===== config.mk =====
export PLATFORM = sky130hd
export DESIGN_NAME = axi_lite_master
export DESIGN_NICKNAME = d
export VERILOG_FILES = /design/src/rtl/axi_lite_master.sv
export SDC_FILE = /design/constraint.sdc
export NUM_CORES = 1
export LEC_CHECK = 0
export BUFFER_PORTS_ARGS = -buffer_cell sky130_fd_sc_hd__buf_2
export CAP_MARGIN = 20
export CORE_ASPECT_RATIO = 1.75
export CORE_MARGIN = 5
export CORE_UTILIZATION = 38
export CTS_CLUSTER_SIZE = 40
export DETAILED_ROUTE_END_ITERATION = 16
export HOLD_SLACK_MARGIN = 0.12
export PLACE_DENSITY = 0.72
export SYNTH_ARGS = -nofsm -noshare
export SYNTH_HDL_FRONTEND = slang
export SYNTH_SLANG_ARGS = --single-unit

===== constraint.sdc =====
create_clock -name ACLK -period 11.8 [get_ports ACLK]
set_input_delay 0.59 -clock ACLK [delete_from_list [all_inputs] [get_ports ACLK]]
set_output_delay 0.59 -clock ACLK [all_outputs]
set_load 0.02 [all_outputs]

===== src/rtl/axi_lite_master.sv =====
// AXI4-lite master bridge: accepts one request at a time on a valid/ready port, drives the
// AW/W/B or AR/R channels, and reports completion with a single-cycle response pulse.
module axi_lite_master #(
    parameter int unsigned ADDR_WIDTH = 32,
    parameter int unsigned DATA_WIDTH = 32
) (
    input  logic                    ACLK,
    input  logic                    ARESET,
    // Core-side request/response port
    input  logic                    req_valid,
    output logic                    req_ready,
    input  logic                    req_write,
    input  logic [ADDR_WIDTH-1:0]   req_addr,
    input  logic [DATA_WIDTH-1:0]   req_wdata,
    input  logic [DATA_WIDTH/8-1:0] req_strb,
    output logic                    rsp_valid,
    output logic [DATA_WIDTH-1:0]   rsp_rdata,
    output logic                    rsp_err,
    // Write address channel
    output logic                    AWVALID,
    input  logic                    AWREADY,
    output logic [ADDR_WIDTH-1:0]   AWADDR,
    output logic [2:0]              AWPROT,
    // Write data channel
    output logic                    WVALID,
    input  logic                    WREADY,
    output logic [DATA_WIDTH-1:0]   WDATA,
    output logic [DATA_WIDTH/8-1:0] WSTRB,
    // Write response channel
    input  logic                    BVALID,
    output logic                    BREADY,
    input  logic [1:0]              BRESP,
    // Read address channel
    output logic                    ARVALID,
    input  logic                    ARREADY,
    output logic [ADDR_WIDTH-1:0]   ARADDR,
    output logic [2:0]              ARPROT,
    // Read data channel
    input  logic                    RVALID,
    output logic                    RREADY,
    input  logic [DATA_WIDTH-1:0]   RDATA,
    input  logic [1:0]              RRESP
);

    localparam int unsigned StrbWidth = DATA_WIDTH / 8;

    typedef enum logic [2:0] {
        StIdle,
        StWaddrData,
        StWresp,
        StRaddr,
        StRdata
    } state_e;

    state_e                  state_q, state_d;
    logic                    awvalid_q, awvalid_d;
    logic                    wvalid_q, wvalid_d;
    logic                    bready_q, bready_d;
    logic                    arvalid_q, arvalid_d;
    logic                    rready_q, rready_d;
    logic [ADDR_WIDTH-1:0]   awaddr_q, awaddr_d;
    logic [ADDR_WIDTH-1:0]   araddr_q, araddr_d;
    logic [DATA_WIDTH-1:0]   wdata_q, wdata_d;
    logic [StrbWidth-1:0]    wstrb_q, wstrb_d;
    logic                    rsp_valid_q, rsp_valid_d;
    logic [DATA_WIDTH-1:0]   rsp_rdata_q, rsp_rdata_d;
    logic                    rsp_err_q, rsp_err_d;

    // Only bit 1 of the response codes distinguishes error from success.
    logic unused_resp;
    assign unused_resp = BRESP[0] ^ RRESP[0];

    always_comb begin
        state_d     = state_q;
        awvalid_d   = awvalid_q;
        wvalid_d    = wvalid_q;
        bready_d    = bready_q;
        arvalid_d   = arvalid_q;
        rready_d    = rready_q;
        awaddr_d    = awaddr_q;
        araddr_d    = araddr_q;
        wdata_d     = wdata_q;
        wstrb_d     = wstrb_q;
        rsp_valid_d = 1'b0;
        rsp_rdata_d = '0;
        rsp_err_d   = 1'b0;

        unique case (state_q)
            StIdle: begin
                if (req_valid) begin
                    if (req_write) begin
                        state_d   = StWaddrData;
                        awvalid_d = 1'b1;
                        wvalid_d  = 1'b1;
                        awaddr_d  = req_addr;
                        wdata_d   = req_wdata;
                        wstrb_d   = req_strb;
                    end else begin
                        state_d   = StRaddr;
                        arvalid_d = 1'b1;
                        araddr_d  = req_addr;
                    end
                end
            end
            StWaddrData: begin
                // A cleared VALID doubles as the per-channel done flag, so a finished
                // channel is never re-raised while the other one is still waiting.
                if (AWREADY) begin
                    awvalid_d = 1'b0;
                end
                if (WREADY) begin
                    wvalid_d = 1'b0;
                end
                if (!awvalid_d && !wvalid_d) begin
                    state_d  = StWresp;
                    bready_d = 1'b1;
                end
            end
            StWresp: begin
                if (BVALID) begin
                    state_d     = StIdle;
                    bready_d    = 1'b0;
                    rsp_valid_d = 1'b1;
                    rsp_err_d   = BRESP[1];
                    awaddr_d    = '0;
                    wdata_d     = '0;
                    wstrb_d     = '0;
                end
            end
            StRaddr: begin
                if (ARREADY) begin
                    state_d   = StRdata;
                    arvalid_d = 1'b0;
                    rready_d  = 1'b1;
                end
            end
            StRdata: begin
                if (RVALID) begin
                    state_d     = StIdle;
                    rready_d    = 1'b0;
                    rsp_valid_d = 1'b1;
                    rsp_rdata_d = RDATA;
                    rsp_err_d   = RRESP[1];
                    araddr_d    = '0;
                end
            end
            default: begin
                state_d = StIdle;
            end
        endcase
    end

    always_ff @(posedge ACLK or posedge ARESET) begin
        if (ARESET) begin
            state_q     <= StIdle;
            awvalid_q   <= 1'b0;
            wvalid_q    <= 1'b0;
            bready_q    <= 1'b0;
            arvalid_q   <= 1'b0;
            rready_q    <= 1'b0;
            awaddr_q    <= '0;
            araddr_q    <= '0;
            wdata_q     <= '0;
            wstrb_q     <= '0;
            rsp_valid_q <= 1'b0;
            rsp_rdata_q <= '0;
            rsp_err_q   <= 1'b0;
        end else begin
            state_q     <= state_d;
            awvalid_q   <= awvalid_d;
            wvalid_q    <= wvalid_d;
            bready_q    <= bready_d;
            arvalid_q   <= arvalid_d;
            rready_q    <= rready_d;
            awaddr_q    <= awaddr_d;
            araddr_q    <= araddr_d;
            wdata_q     <= wdata_d;
            wstrb_q     <= wstrb_d;
            rsp_valid_q <= rsp_valid_d;
            rsp_rdata_q <= rsp_rdata_d;
            rsp_err_q   <= rsp_err_d;
        end
    end

    assign req_ready = (state_q == StIdle);
    assign rsp_valid = rsp_valid_q;
    assign rsp_rdata = rsp_rdata_q;
    assign rsp_err   = rsp_err_q;
    assign AWVALID   = awvalid_q;
    assign AWADDR    = awaddr_q;
    assign AWPROT    = 3'b000;
    assign WVALID    = wvalid_q;
    assign WDATA     = wdata_q;
    assign WSTRB     = wstrb_q;
    assign BREADY    = bready_q;
    assign ARVALID   = arvalid_q;
    assign ARADDR    = araddr_q;
    assign ARPROT    = 3'b000;
    assign RREADY    = rready_q;

endmodule


==> Word-level counts from Yosys, hierarchy flattened <==
Cells that the tools add are included.
{ "word_totals": {"wordCells": 89, "register_bits": 142, "in_bits": 113, "out_inout_bits": 146} }
{ "classes": {"n_mux": 48, "n_eq_ne": 11, "reduce_logical": 17} }
{ "op_table": {"columns": ["cell", "count"], "rows": [
  ["$mux 32", 10],
  ["$pmux 32 s2", 3],
  ["$mux 1", 17],
  ["$mux 3", 5],
  ["$pmux 3 s5", 1],
  ["$pmux 1 s2", 7],
  ["$mux 4", 3],
  ["$ne 2x2->1 const B", 6],
  ["$reduce_and 4->1", 3],
  ["$reduce_bool 2->1", 6],
  ["$reduce_and 3->1", 3],
  ["$pmux 4 s2", 1],
  ["$eq 3x2->1 const B", 2],
  ["$reduce_and 5->1", 1],
  ["$eq 3x1->1 const B", 1],
  ["$eq 3x3->1 const B", 1],
  ["$logic_not 3->1", 1],
  ["$logic_not 1->1", 2],
  ["$mux 2", 1],
  ["$ne 2x1->1 const B", 1],
  ["$logic_and 1x1->1", 1]
]} }

==> Logic depth before layout (Yosys ltp) <==
Gate-level depths: netlist of run 1.
{ "depth": {"ltp_word": 6, "ltp_mapped": 7, "depth_no_buf": 3} }

==> Worst setup path before layout of run 1 <==
No wires, ideal clock.
{ "synth_path": {"path_kind": "flip-flop to flip-flop", "from": "register state_q[2]", "to": "register awaddr_q[0] (netlist: AWADDR[0])", "path_stages_with_launch": 8, "setup_time_ps": 66, "arrival_ps": 1614, "t_required_ps": 11734, "period_less_slack_ps": 1680, "slack_ps": 10120, "n_path_buf": 4, "path_cell_list": "dfrtp_1 -> buf_2 -> nor3_2 -> and3_1 -> buf_2 -> buf_6 -> buf_4 -> a22o_1"} }
{ "synth_via": {"elab_chain_cells": 3, "word_cells_on_any_way": 8, "cone_classes": "eq/ne: 4; mux: 1; reduce/logical: 3"} }
{ "synth_rtl": {"columns": ["item", "line", "rtl"], "rows": [
  ["from (decl)", "55", "state_e state_q, state_d;"],
  ["from (signal assigned)", "155", "state_q <= StIdle;"],
  ["from (signal assigned)", "169", "state_q <= state_d;"],
  ["$logic_not 3->1 (*)", null, null],
  ["via req_ready", "11", "output logic req_ready,"],
  ["$ne 2x1->1 (no source line) (tied with other cells)", null, null],
  ["$reduce_and 4->1 (no source line)", null, null],
  ["to (signal assigned)", "175", "awaddr_q <= awaddr_d;"],
  ["to (decl)", "61", "logic [ADDR_WIDTH-1:0] awaddr_q, awaddr_d;"]
]} }
Mark *: on every way through the listed nets, which the timed path passes. The rest lies on a longest branch.
A chain may end at the register's enable or synchronous reset.

==> Worst setup path in the final report of run 1 <==
{ "layout_path": {"from": "register state_q[2]", "to": "register araddr_q[25] (netlist: ARADDR[25])"} }
{ "layout_via": {"elab_chain_cells": 3, "word_cells_on_any_way": 8, "cone_classes": "eq/ne: 4; mux: 1; reduce/logical: 3"} }
{ "layout_rtl": {"columns": ["item", "line", "rtl"], "rows": [
  ["$eq 3x3->1 or $logic_not 3->1 (tied branches)", "88", "unique case (state_q)"],
  ["$ne 2x2->1 (no source line) or $reduce_bool 2->1 (tied branches)", null, null],
  ["$reduce_and 4->1 (no source line)", null, null],
  ["to (signal assigned)", "176", "araddr_q <= araddr_d;"],
  ["to (decl)", "62", "logic [ADDR_WIDTH-1:0] araddr_q, araddr_d;"]
]} }
Several ways; a longest one is shown, not always the timed one.

==> qor.yml, run 1 <==
route:
  vias: 3975
  drt_iter0_drc: 102
  viasPerCell: 5.07
  drt-total-wl_um: 13900
  drtPass1Iterations: 4
  drc: 0
  avgRoutedWirePerCell_um: 17.8
  antenna_left: 0
synthesis:
  syn_avg_cell_area_um2: 14.4
  syn_inst: 355
  synth.distinct_cells: 28
  synth_flop_cell: "dfrtp_1"
  yosys_register_bits: 142
  seq_area_frac_synth_pct: 69.5
  synth_edf_count: 0
  synth_area_um2: 5110
  yosysWarnings: 0
  synthArstFlopShare_pct: 100
cts:
  clkLatencyLatePin_ns: 0.41
  clk_pin_slew_ns: 0.06
  ctsResizeCount: 0
  post-cts-setup-buffers: 0
  clkSinkCount: 142
  cts_made_buffers: 17
  root_buffer: "clkbuf_16"
  hold_buffers: 0
  cts_tree: "done"
  htreeDepth: 4
  cts.path.max_buffers: 2
pwr:
  p_seq_share_pct: 37.1
  power.share.switching_pct: 37.4
  p_sw_uw: 786
  p_per_area_nw_per_um2: 298
  power_mw: 2.10
  ir_drop_mv: 0.138
  p_int_mw: 1.31
  leakage_nw: 3.96
  pwr-share-comb_pct: 37.3
  p_clk_share_pct: 25.6
worst_setup_path:
  r2r_cells: 4
  reg2reg_slack_ns: 9.66
  r2r-start: "state_q[2]"
  worst_setup_path_start_kind: "register"
  reg2reg_to: "ARADDR[25]"
  cp-end-kind: "register"
  critPathMaxFanout: 19
  cp.arrival_ns: 2.48
  cp.required_ns: 12.14
  worstSetupPathType: "reg -> reg"
  crit_path_start: "state_q[2]"
global_routing:
  antenna_found_initial: 1
  grt_pass1_vias: 4333
  globalRouteTotalUtil_pct: 17.6
  overflow: 0
  grt_max_degree: 74
  grt_first_pass_wirelength_um: 22300
placement:
  dpl_cell_area_um2: 6440
  place_hpwl_um: 9990
  gp_congestion: 0.740
  placed_cells: 754
  dp_slack_ns: 9.62
  port_buffers: 250
sta:
  maxSlewHeadroom_pct: 41.4
  slew_violations: 0
  worst_pin_slew_ns: 0.879
  hold_violations: 0
  min_period_ns: 2.14
  whs_ns: 0.266
  setup_violations: 0
  rsz0062_at_grt: "false"
  fmax_mhz: 467
  finClkSkew_ns: 0.00718
  layout_setup_ws_ns: 9.66
  post-route-period-util_pct: 18.1
  tns_ns: 0
floorplanning:
  die_area_um2: 16000
  start_util_pct: 38.4
  die_h_um: 163
  core.rowCount: 56
  io_pins: 259
  core_um2: 13300
  fp.dieW_um: 97.7
finish:
  num-nets-final: 712
  ff_latch_area_um2: 3550
  n_antenna_cell: 0
  drive_gt1_share_pct: 48.0
  final_cell_mix: "buf_2, dfrtp_1, a22o_1"
  synthToLayoutAreaGrowth_pct: 37.8
  postLayoutCellArea_um2: 7050
  final_util_pct: 52.9
  final_cells: 784
  multiInputGateArea_um2: 1350
  final_common_cell: "buf_2"
  fillCellCount: 1186
job:
  maxCapViolCount: 0
status:
  status: "finished clean"
hold_path:
  hold_class: "in -> async"
## worst max-delay path by stage
stage / endpoint / slack [ns] / cells past startpoint
4_1_cts: ARADDR[25] / 9.61 / 4
3_5_place_dp: ARADDR[25] / 9.62 / 4
3_3_place_gp: WDATA[14] / 9.67 / 5
6_report: ARADDR[25] / 9.66 / 4
2_1_floorplan: ARADDR[0] / 7.40 / 1
5_1_grt: ARADDR[25] / 9.54 / 4
## per-layer routing
layer  routed length (um)  share of wire (%)  vias up  track usage, %
met2                 7220                 52      187            30.2
met5                   13              0.093        -               0
li1                     -                  -     1800               -
met4                  516                3.7        2            8.88
met3                  971                7.0       41            5.38
met1                 5200                 37     1945            19.7
## registers in the layout, summed over array words and instances, names as in the netlist
signal,count
WDATA,32
BREADY,1
RREADY,1
AWADDR,32
ARVALID,1
WSTRB,4
rsp_rdata,32
AWVALID,1
state_q,3
rsp_valid,1
ARADDR,32
rsp_err,1
WVALID,1
## power by group through the flow
stage               clock [mW]  sequential [mW]  combinational [mW]
finish                   0.537            0.779               0.784
global placement             0            0.776               0.778
CTS                      0.551            0.780               0.797
global route             0.574            0.804               0.839
detailed placement           0            0.784               0.796
floorplan                    0            0.996               0.294
## critical path, cell delays in order, from the launching register on
cell and delay (ns):
dfrtp_1 0.48, nor3_2 0.32, and3b_1 0.71, buf_4 0.38
a22o_1 0.19
## synthesized netlist by cell type, drive strengths merged, types with 2 or more instances
library cell / n / share of area (%)
inv: 3 / 0.22
a22o: 100 / 17
nand3: 3 / 0.29
nand2b: 4 / 0.49
nand3b: 5 / 0.73
o22ai: 2 / 0.24
nor2: 2 / 0.15
nand2: 10 / 0.73
and3: 33 / 4.0
dfrtp: 142 / 70
buf: 30 / 3.8
clkbuf: 7 / 0.51
## cell families after synthesis
family                 synth area share [%]
DFF                                    69.5
AOI/OAI and AO/OA                      18.4
and+or+nand+nor                        7.46
buffers and inverters                  4.55
other                                0.0734
## area by class of cell
class                   instances  share of cell area [%]
flip-flops and latches        142                    50.4
multi-input cells             178                    19.2
repair buffers                257                    18.5
clock buffers                  18                    6.23
well taps                     174                    3.09
clock inverters                12                    2.33
inverters                       3                   0.231
Power figures use the tool's default switching activity.
==> run 2: changes to the inputs <==
ABC_AREA = 1   (was not set)
PLACE_DENSITY = 0.73   (was 0.72)
clock period = 1.7 ns   (was 11.8 ns; I/O delays follow)
==> run 2 against run 1 <==
Register-to-register slack got worse by 9.6 ns. Synthesized area increased by 6.9%. Via count increased by 32%. Die area increased by 6.3%. Wire length increased by 26%. Synthesized cell count increased by 62%. Sequential share of layout area decreased by 9.5 points. Power increased to 6.7 times the previous value.
==> qor.yml, run 2 <==
status:
  status: "finished clean"  # unchanged
finish:
  drive_gt1_share_pct: 33.0  # was 48.0%
  num-nets-final: 1055  # was 712
  ff_latch_area_um2: 3550  # unchanged
  final_common_cell: "buf_2"  # unchanged
  final_cells: 1136  # was 784
  final_cell_mix: "buf_2, nand2_1, dfrtp_1"  # was buf_2, dfrtp_1, a22o_1
  final_util_pct: 61.0  # was 52.9%
  synthToLayoutAreaGrowth_pct: 58.9  # was 37.8%
  multiInputGateArea_um2: 1440  # was 1350 um^2
  fillCellCount: 1169  # was 1186
sta:
  slew_violations: 0  # unchanged
  fmax_mhz: 627  # was 467 MHz
  min_period_ns: 1.59  # was 2.14 ns
  tns_ns: 0  # unchanged
  layout_setup_ws_ns: 0.105  # was 9.66 ns
  rsz0062_at_grt: "false"  # unchanged
  maxSlewHeadroom_pct: 58.0  # was 41.4%
  setup_violations: 0  # unchanged
  hold_violations: 0  # unchanged
  worst_pin_slew_ns: 0.629  # was 0.879 ns
  post-route-period-util_pct: 93.8  # was 18.1%
  finClkSkew_ns: 0.00876  # was 0.00718 ns
synthesis:
  yosysWarnings: 0  # unchanged
  syn_avg_cell_area_um2: 9.50  # was 14.4 um^2
  synth_top_area_cell: "dfrtp_1"  # unchanged
  synthTopCellsByArea: "dfrtp_1, nand2_1, o21ai_0, inv_1, nor2_1"  # was dfrtp_1, a22o_1, and3_1, buf_2, buf_4
  seq_area_frac_synth_pct: 65.0  # was 69.5%
  yosys_register_bits: 142  # unchanged
  synth_edf_count: 0  # unchanged
  synthTopCellsByCount: "nand2_1, dfrtp_1, inv_1"  # was dfrtp_1, a22o_1, and3_1
  synth.distinct_cells: 22  # was 28
  synth_area_um2: 5470  # was 5110 um^2
  synth_flop_cell: "dfrtp_1"  # unchanged
  synthMostInstantiatedCell: "nand2_1"  # was dfrtp_1
  syn_inst: 575  # was 355
  synthArstFlopShare_pct: 100  # unchanged
  yosysTopAreaCellShare_pct: 65.0  # was 69.5%
worst_setup_path:
  cp-end-kind: "register"  # unchanged
  worst_setup_path_start_kind: "register"  # unchanged
  cpMostUsedCell: "o21ai_0"
  cp.arrival_ns: 1.86  # was 2.48 ns
  path_buf_inv: 1  # unchanged
  worstPathCellList: "nor2_2 > o21ai_0 > nand3b_1 > buf_12 > nand2_1 > o21ai_0"  # was nor3_2 > and3b_1 > buf_4 > a22o_1
  cp.required_ns: 1.97  # was 12.14 ns
  cp_slowest_stage_delay_ns: 0.46  # was 0.71 ns
  critPathMaxFanout: 32  # was 19
  worstSetupPathType: "reg -> reg"  # unchanged
  slowest_stage: "dfrtp_1"  # was and3b_1
  crit_family: "simple AND/OR/NAND/NOR gates"  # unchanged
cts:
  htreeDepth: 4  # unchanged
  clkLatencyLatePin_ns: 0.41  # about the same
  clk_pin_slew_ns: 0.07  # was 0.06 ns
  cts.path.max_buffers: 2  # unchanged
  ctsResizeCount: 0  # unchanged
  root_buffer: "clkbuf_16"  # unchanged
  cts_tree: "done"  # unchanged
  cts_made_buffers: 17  # unchanged
  clkSinkCount: 142  # unchanged
route:
  vias: 5254  # was 3975
  antenna_left: 0  # unchanged
  drc: 0  # unchanged
  drtPass1Iterations: 4  # unchanged
  avgRoutedWirePerCell_um: 15.5  # was 17.8 um
  drt_iter0_drc: 241  # was 102
  viasPerCell: 4.63  # was 5.07
  drt-total-wl_um: 17600  # was 13900 um
hold_path:
  hold_class: "in -> reg"  # was in -> async
global_routing:
  grtUsageMet2_pct: 36.5  # was 30.2%
  grt_first_pass_wirelength_um: 27800  # was 22300 um
  grt_pass1_vias: 5647  # was 4333
  globalRouteTotalUtil_pct: 21.0  # was 17.6%
  overflow: 0  # unchanged
  use_met1_pct: 22.6  # was 19.7%
  grt_max_degree: 44  # was 74
  top_usage_layer: "met2"  # unchanged
  use_met3_pct: 4.99  # was 5.38%
  antenna_found_initial: 0  # was 1
placement:
  gp_congestion: 0.821  # was 0.740
  place_hpwl_um: 11600  # was 9990 um
  placed_cells: 994  # was 754
  dp_slack_ns: 0.152  # was 9.62 ns
  port_buffers: 250  # unchanged
floorplanning:
  core.rowCount: 58  # was 56
  start_util_pct: 38.4  # about the same
  io_pins: 259  # unchanged
  die_area_um2: 17000  # was 16000 um^2
  fp.dieW_um: 101  # was 97.7 um
  core_um2: 14200  # was 13300 um^2
  die_h_um: 169  # was 163 um
job:
  maxCapViolCount: 0  # unchanged
pwr:
  ir_drop_mv: 1.12  # was 0.138 mV
  p_per_area_nw_per_um2: 1620  # was 298 nW/um^2
  leakage_nw: 4.88  # was 3.96 nW
-- run 2: cell count changes after synthesis, moves of 7 or more --
| cell | delta |
|---|---|
| nor2_1 | +38 |
| clkbuf_1 | +7 |
| and3_1 | -33 |
| o21ai_0 | +73 |
| o21ai_1 | +22 |
| o21ai_2 | +10 |
| inv_1 | +76 |
| nand2_1 | +145 |
| buf_2 | -10 |
| a22o_1 | -100 |
-- run 2: logic make-up (layout without fill, tap and decap cells) --
family | Yosys count | count (layout) | share of synthesized area (%)
simple gates | 210 | 210 | 15.3
flops | 142 | 142 | 65.0
compound gates | 109 | 109 | 10.7
other cells | 1 | 7 | 0.0686
buf+inv | 113 | 488 | 8.91
-- run 2: worst paths after layout --
| path | slack (ns) | startpoint | cells after the start | endpoint |
|---|---|---|---|---|
| setup reg to reg | 0.11 | state_q[1] | 6 | ARADDR[11] |
| hold reg to reg | 0.47 | WDATA[22] | 2 | WDATA[22] |
| setup / recovery | 0.11 | state_q[1] | 6 | ARADDR[11] |
| hold / removal | 0.17 | req_valid | 5 | state_q[2] |
| max in group asynchronous | 0.72 | ARESET | 4 | ARADDR[16] |
| min in group asynchronous | 0.32 | ARESET | 3 | WDATA[27] |
-- run 2: final cells by class --
class	instances	area share (%)
Clock buffer	19	5.10
Clock inverter	13	1.48
Tap cell	180	2.59
Antenna cell	1	0.0288
Multi-Input combinational cell	325	16.6
Timing Repair Buffer	376	29.7
Inverter	80	3.50
Sequential cell	142	40.9
-- run 2: power by group --
| group | internal [mW] | total [mW] | switching, mW |
|---|---|---|---|
| clock network | 2.08 | 3.57 | 1.49 |
| registers | 4.49 | 5.09 | 0.595 |
| logic | 1.86 | 5.44 | 3.59 |
| total | 8.43 | 14.1 | 5.67 |
-- run 2: per-layer routing --
| metal | part of all wire, % | up-vias |
|---|---|---|
| met3 | 6.0 | 62 |
| met1 | 36 | 2485 |
| met5 | 0 | - |
| li1 | - | 2490 |
| met4 | 5.2 | 0 |
| met2 | 53 | 217 |
-- run 2: tightest hold or removal path: stages --
cell and delay [ns]:
buf_2 0.10, inv_1 0.05, nand3_2 0.11, nand3_1 0.12, nand2_1 0.08
-- run 2: repair_timing --
item,4_1_cts,5_1_grt
setup buffers,0,0
hold buffers,109,0
hold endpoints to repair,156,0
-- run 2: per-stage QoR --
step	area, um^2	total power, mW	hold WS, ns
finish	8680	14.1	0.173
global placement	7020	10.3	0.207
CTS	8680	14.2	0.161
detailed placement	7020	10.4	0.206
floorplan	5490	8.33	0.206
global route	8680	15.0	0.228
